==> config.mk <==
export PLATFORM = sky130hd
export DESIGN_NAME = l2_writeback_buffer
export DESIGN_NICKNAME = d
export VERILOG_FILES = /design/src/rtl/l2_writeback_buffer.sv
export SDC_FILE = /design/constraint.sdc
export NUM_CORES = 2
export LEC_CHECK = 0
export ABC_CLOCK_PERIOD_IN_PS = 3300
export CELL_PAD_IN_SITES_DETAIL_PLACEMENT = 1
export CELL_PAD_IN_SITES_GLOBAL_PLACEMENT = 1
export CORE_MARGIN = 10
export CORE_UTILIZATION = 30
export CTS_CLUSTER_SIZE = 20
export DETAILED_ROUTE_END_ITERATION = 10
export PLACE_DENSITY_LB_ADDON = 0.1
export SKIP_CTS_REPAIR_TIMING = 1
export SYNTH_ARGS = -nofsm -noshare
export SYNTH_HDL_FRONTEND = slang
export SYNTH_SLANG_ARGS = --single-unit
==> constraint.sdc <==
create_clock -name clk -period 3.3 [get_ports clk]
set_input_delay 0.66 -clock clk [delete_from_list [all_inputs] [get_ports clk]]
set_output_delay 0.66 -clock clk [all_outputs]
set_load 0.02 [all_outputs]
==> src/rtl/l2_writeback_buffer.sv <==
// Write-back buffer between the victim cache and L2: absorbs evicted dirty lines,
// coalesces rewrites, serves read hits locally and drains to L2 in FIFO order.
module l2_writeback_buffer #(
    parameter int unsigned DEPTH  = 4,
    parameter int unsigned ADDR_W = 16,
    parameter int unsigned LINE_W = 128
) (
    input  logic              clk,
    input  logic              reset_n,
    input  logic              vc_read,
    input  logic              vc_write,
    input  logic [ADDR_W-1:0] vc_address,
    input  logic [LINE_W-1:0] vc_wdata,
    output logic [LINE_W-1:0] vc_rdata,
    output logic              vc_resp,
    output logic              l2_read,
    output logic              l2_write,
    output logic [ADDR_W-1:0] l2_address,
    output logic [LINE_W-1:0] l2_wdata,
    input  logic [LINE_W-1:0] l2_rdata,
    input  logic              l2_resp,
    output logic              full,
    output logic              empty
);
    localparam int unsigned PW = $clog2(DEPTH);
    localparam int unsigned CW = PW + 1;
    localparam int unsigned TW = ADDR_W - 4;
    localparam logic [CW-1:0] FULL_CNT = CW'(DEPTH);

    localparam logic [0:0] U_IDLE    = 1'b0;
    localparam logic [0:0] U_WAIT_L2 = 1'b1;
    localparam logic [1:0] L2_IDLE   = 2'd0;
    localparam logic [1:0] L2_WRITE  = 2'd1;
    localparam logic [1:0] L2_READ   = 2'd2;

    logic [DEPTH-1:0]  valid_q;
    logic [TW-1:0]     tag_q  [DEPTH];
    logic [LINE_W-1:0] data_q [DEPTH];
    logic [PW-1:0]     head_q, tail_q;
    logic [CW-1:0]     count_q, count_d;
    logic [0:0]        u_state_q, u_state_d;
    logic [1:0]        l2_state_q, l2_state_d;
    logic [ADDR_W-1:0] rd_addr_q, rd_addr_d;
    logic [LINE_W-1:0] vc_rdata_q, vc_rdata_d;
    logic              vc_resp_q, vc_resp_d;
    logic              l2_read_q, l2_read_d;
    logic              l2_write_q, l2_write_d;
    logic [ADDR_W-1:0] l2_address_q, l2_address_d;
    logic [LINE_W-1:0] l2_wdata_q, l2_wdata_d;
    logic              full_q, empty_q;

    logic              hit;
    logic [PW-1:0]     hit_idx;
    logic              accept, launch_wr, head_busy;
    logic              enq, coalesce, pop;

    always_comb begin
        hit     = 1'b0;
        hit_idx = '0;
        for (int unsigned i = 0; i < DEPTH; i++) begin
            if (valid_q[i] && tag_q[i] == vc_address[ADDR_W-1:4]) begin
                hit     = 1'b1;
                hit_idx = PW'(i);
            end
        end
    end

    assign accept    = !vc_resp_q && (u_state_q == U_IDLE);
    assign launch_wr = (l2_state_q == L2_IDLE) && (u_state_q != U_WAIT_L2) && (count_q != '0);
    // The head counts as in flight on the launch cycle too, since l2_wdata samples it then.
    assign head_busy = (l2_state_q == L2_WRITE) || launch_wr;
    assign pop       = (l2_state_q == L2_WRITE) && l2_resp;

    always_comb begin
        enq          = 1'b0;
        coalesce     = 1'b0;
        u_state_d    = u_state_q;
        rd_addr_d    = rd_addr_q;
        vc_rdata_d   = vc_rdata_q;
        vc_resp_d    = 1'b0;
        l2_state_d   = l2_state_q;
        l2_read_d    = l2_read_q;
        l2_write_d   = l2_write_q;
        l2_address_d = l2_address_q;
        l2_wdata_d   = l2_wdata_q;

        if (accept) begin
            if (vc_write) begin
                if (hit) begin
                    if (!(hit_idx == head_q && head_busy)) begin
                        coalesce  = 1'b1;
                        vc_resp_d = 1'b1;
                    end
                end else if (count_q != FULL_CNT) begin
                    enq       = 1'b1;
                    vc_resp_d = 1'b1;
                end
            end else if (vc_read) begin
                if (hit) begin
                    vc_rdata_d = data_q[hit_idx];
                    vc_resp_d  = 1'b1;
                end else begin
                    u_state_d = U_WAIT_L2;
                    rd_addr_d = vc_address;
                end
            end
        end

        case (l2_state_q)
            L2_IDLE: begin
                if (u_state_q == U_WAIT_L2) begin
                    l2_state_d   = L2_READ;
                    l2_read_d    = 1'b1;
                    l2_address_d = rd_addr_q;
                end else if (count_q != '0) begin
                    l2_state_d   = L2_WRITE;
                    l2_write_d   = 1'b1;
                    l2_address_d = {tag_q[head_q], 4'b0000};
                    l2_wdata_d   = data_q[head_q];
                end
            end
            L2_WRITE: begin
                if (l2_resp) begin
                    l2_state_d = L2_IDLE;
                    l2_write_d = 1'b0;
                end
            end
            L2_READ: begin
                if (l2_resp) begin
                    l2_state_d = L2_IDLE;
                    l2_read_d  = 1'b0;
                    vc_rdata_d = l2_rdata;
                    vc_resp_d  = 1'b1;
                    u_state_d  = U_IDLE;
                end
            end
            default: l2_state_d = L2_IDLE;
        endcase

        count_d = count_q;
        if (enq && !pop) begin
            count_d = count_q + CW'(1);
        end else if (!enq && pop) begin
            count_d = count_q - CW'(1);
        end
    end

    always_ff @(posedge clk or negedge reset_n) begin
        if (!reset_n) begin
            valid_q      <= '0;
            for (int unsigned i = 0; i < DEPTH; i++) begin
                tag_q[i]  <= '0;
                data_q[i] <= '0;
            end
            head_q       <= '0;
            tail_q       <= '0;
            count_q      <= '0;
            u_state_q    <= U_IDLE;
            l2_state_q   <= L2_IDLE;
            rd_addr_q    <= '0;
            vc_rdata_q   <= '0;
            vc_resp_q    <= 1'b0;
            l2_read_q    <= 1'b0;
            l2_write_q   <= 1'b0;
            l2_address_q <= '0;
            l2_wdata_q   <= '0;
            full_q       <= 1'b0;
            empty_q      <= 1'b1;
        end else begin
            count_q      <= count_d;
            u_state_q    <= u_state_d;
            l2_state_q   <= l2_state_d;
            rd_addr_q    <= rd_addr_d;
            vc_rdata_q   <= vc_rdata_d;
            vc_resp_q    <= vc_resp_d;
            l2_read_q    <= l2_read_d;
            l2_write_q   <= l2_write_d;
            l2_address_q <= l2_address_d;
            l2_wdata_q   <= l2_wdata_d;
            full_q       <= (count_d == FULL_CNT);
            empty_q      <= (count_d == '0);
            if (enq) begin
                valid_q[tail_q] <= 1'b1;
                tag_q[tail_q]   <= vc_address[ADDR_W-1:4];
                data_q[tail_q]  <= vc_wdata;
                tail_q          <= tail_q + PW'(1);
            end
            if (coalesce) begin
                data_q[hit_idx] <= vc_wdata;
            end
            if (pop) begin
                valid_q[head_q] <= 1'b0;
                head_q          <= head_q + PW'(1);
            end
        end
    end

    assign vc_rdata   = vc_rdata_q;
    assign vc_resp    = vc_resp_q;
    assign l2_read    = l2_read_q;
    assign l2_write   = l2_write_q;
    assign l2_address = l2_address_q;
    assign l2_wdata   = l2_wdata_q;
    assign full       = full_q;
    assign empty      = empty_q;

endmodule

==> metrics.csv <==
metric,value,unit
CTS tree,built,
drt wl/cell,26.5,um
Chip Width,386,um
per-instance average area after synthesis,13.7,sq um
GRT Total Usage,18.8,%
number of buffers between clock root and the deepest sink,3,
Die Outline Area,149000,sq um
Port Buf Inserts,553,
cell type with the highest aggregate area in the netlist,dfrtp_1,
Leakage,22.1,nW
overall routed net length,145,mm
startpoint of the most critical hold path,vc_address[7],
worst hold slack,393,ps
row count,134,
cell types with the largest area share after synthesis,"dfrtp_1 (54%), mux2_2 (13%), mux4_2 (7.8%), mux2_1 (6.7%), mux2i_1 (3.5%)",
clock sink total,867,
die extent in y,386,um
worst rel slew slack,28.7,%
maximum resistive drop on vdd,0.565,mV
remaining design rule violation count,0,
worst hold path cell count,3,
most frequent standard cell in the layout excluding fill and tap cells,dfrtp_1,
mean number of vias per cell,5.15,
proportion of synthesized area in mux cells,31.1,%
final-report setup violation count,0,
number of global-route vias before repair,32224,
HPWL Detailed,99.0,mm
vias post-DR,28187,
wire length of the first global-routing pass,215,mm
share of synthesized area occupied by flip-flops and latches,53.9,%
r2r worst-path depth,13,
peak fanout along the critical path,5,
Hold EP,tag_q[3]$_DFFE_PN0P_,
kind of end point of the critical path,flop,
net count after synthesis,3237,
Power Total,55.2,mW
"top library cells by usage in the layout, fill and taps aside","dfrtp_1 (864), clkdlybuf4s50_1 (545), mux2_2 (465)",
synthesized netlist cell count,2946,
GP Congestion,0.770,
final critical-path setup slack,30.6,ps
Slew @ Worst Pin,1070,ps
clk_lat worst skew,700,ps
Pre-Repair DR Iteration Count,4,
fraction of layout instances using a drive strength above 1,28.4,%
Max Cap Violations,0,
Fin Clk Skew,23.8,ps
minimum period implied by the final worst setup slack,3270,ps
post-synthesis simple-gate area fraction,2.12,%
post-place setup slack,-952,ps
area share of the largest cell type after synthesis,53.9,%
I/O pin count,554,
complex-gate fraction of the synthesized area,8.52,%
post-synthesis adder-cell area fraction,0.435,%
Critical Path RT,3860,ps
final antenna-violating net count,0,
fillers,13623,
setup slack of the worst register-to-register path,160,ps
reg-to-reg endpoint,data_q[272]$_DFF_PN0_,
distinct cell type count of the synthesized netlist,44,
combinational family with the most area after synthesis,multiplexers,
arrival time worst endpoint,3830,ps
initial standard-cell utilization of the core,30.2,%
class of the tightest hold or removal check,primary input to flop,
startpoint of the most critical register-to-register path,tag_q[0]$_DFFE_PN0P_,
pin count of the biggest net entering global routing,130,
final hold violations,0,
Final Max Tran Viols,0,
type of the worst setup path,primary input to flop,
Setup Total Neg Slack,0,ps
CTS HTree Levels,3,
Core ar.,133000,sq um
commonest register cell after synthesis,dfrtp_1,
async set-reset flop share out of synthesis,100,%
summed instance area of the synthesized netlist,40200,sq um
"Remaining Overflow, GRT",0,
number of design-rule violations left by the first detailed-router iteration,1443,
fraction of the cycle the final worst path needs,99.1,%
Achievable Freq,306,MHz
Syn. warnings,0,
number of buffers added by the clock tree synthesis step,104,
"Clk pin slew, worst setup/hold paths",60,ps
number of antenna violations at the first check in global routing,32,
"EDFF count, synth",0,
number of nets at the end of the flow,3893,
run status,completed,
xor/xnor share of the synthesized area,1.13,%
Startpoint Class,primary input,
Power Dens Cells,1030,nW/um^2
root buffer cell,clkbuf_16,
flop and latch count out of synthesis,867,
synth-to-layout area growth,33.5,%
layout make-up:
class                   count  area (sq um)  share of cell area (%)
diodes                     11          27.5                  0.0512
clock buffers             161          3080                    5.73
clock inverters            34           505                   0.941
inverters                  10          37.5                  0.0699
multi-input cells        1830         17700                    32.9
flip-flops and latches    867         21700                    40.4
well taps                1768          2210                    4.12
repair buffers            789          8460                    15.7
registers in the layout, summed over array words and instances, names as in the netlist:
name,flops
vc_rdata,128
l2_write,1
vc_resp,1
tag_q,48
rd_addr_q,16
l2_address,16
valid_q,4
l2_wdata,128
full,1
head_q,2
u_state_q,1
l2_state_q,2
count_q,3
data_q,512
empty,1
l2_read,1
tail_q,2
Yosys cell counts (6+ instances only):
cell / number
nor2_1: 114
and2_1: 6
xnor2_1: 51
a22oi_1: 24
mux2i_1: 141
dfrtp_1: 866
clkbuf_1: 124
buf_4: 24
ha_1: 14
mux4_2: 140
a21oi_1: 264
a211oi_1: 104
o21ai_0: 69
inv_1: 9
nand2_1: 41
o22ai_1: 104
nand4_1: 10
mux2_1: 240
buf_2: 74
nand3_1: 6
buf_1: 17
mux2_2: 465
per-stage QoR:
stage | cell area, sq um | util, % | cells
finish | 53700 | 40.3 | 5470
global route | 53700 | 40.3 | 5467
CTS | 53100 | 39.9 | 5441
detailed placement | 49500 | 37.2 | 5246
global placement | 49500 | 37.2 | 5246
floorplan | 40200 | - | 2946
how the worst max path moves through the flow:
stage,startpoint,end,cells after the start
finish,vc_address[12],data_q[272]$_DFF_PN0_,14
global route,vc_address[9],data_q[272]$_DFF_PN0_,15
CTS,vc_address[11],data_q[324]$_DFF_PN0_,14
detailed placement,vc_address[11],data_q[276]$_DFF_PN0_,14
global placement,vc_address[11],data_q[327]$_DFF_PN0_,14
floorplan,vc_address[13],data_q[364]$_DFF_PN0_,12
metal layers:
metal	routed length [um]	global-route usage [%]
met2	73200	32.9
met5	255	0
met3	6750	4.01
met1	60700	23.0
met4	3920	6.37
critical path, cell delays in order:
cell             delay [ps]
clkdlybuf4s50_1         520
buf_6                   150
xnor2_1                 110
nand4_1                 170
or4_4                   580
nor2_2                  110
o211ai_1                110
a31o_4                  290
a41oi_4                 230
buf_12                  180
buf_6                   120
clkbuf_16               140
buf_4                   120
mux2_1                  330
where the power goes:
part | leakage [nW] | switching, mW | internal (mW)
Combinational | 9.88 | 10.6 | 12.6
Sequential | 10.4 | 4.09 | 16.0
Clock | 1.75 | 4.80 | 7.13
logic make-up after synthesis:
kind of cell    count (synthesis)
compound gates                582
simple gates                  196
flops                         867
mux                           986
buf+inv                       249
fa+ha+maj                      14
xor+xnor                       52
Note: power is estimated with default switching activity, not from simulation.
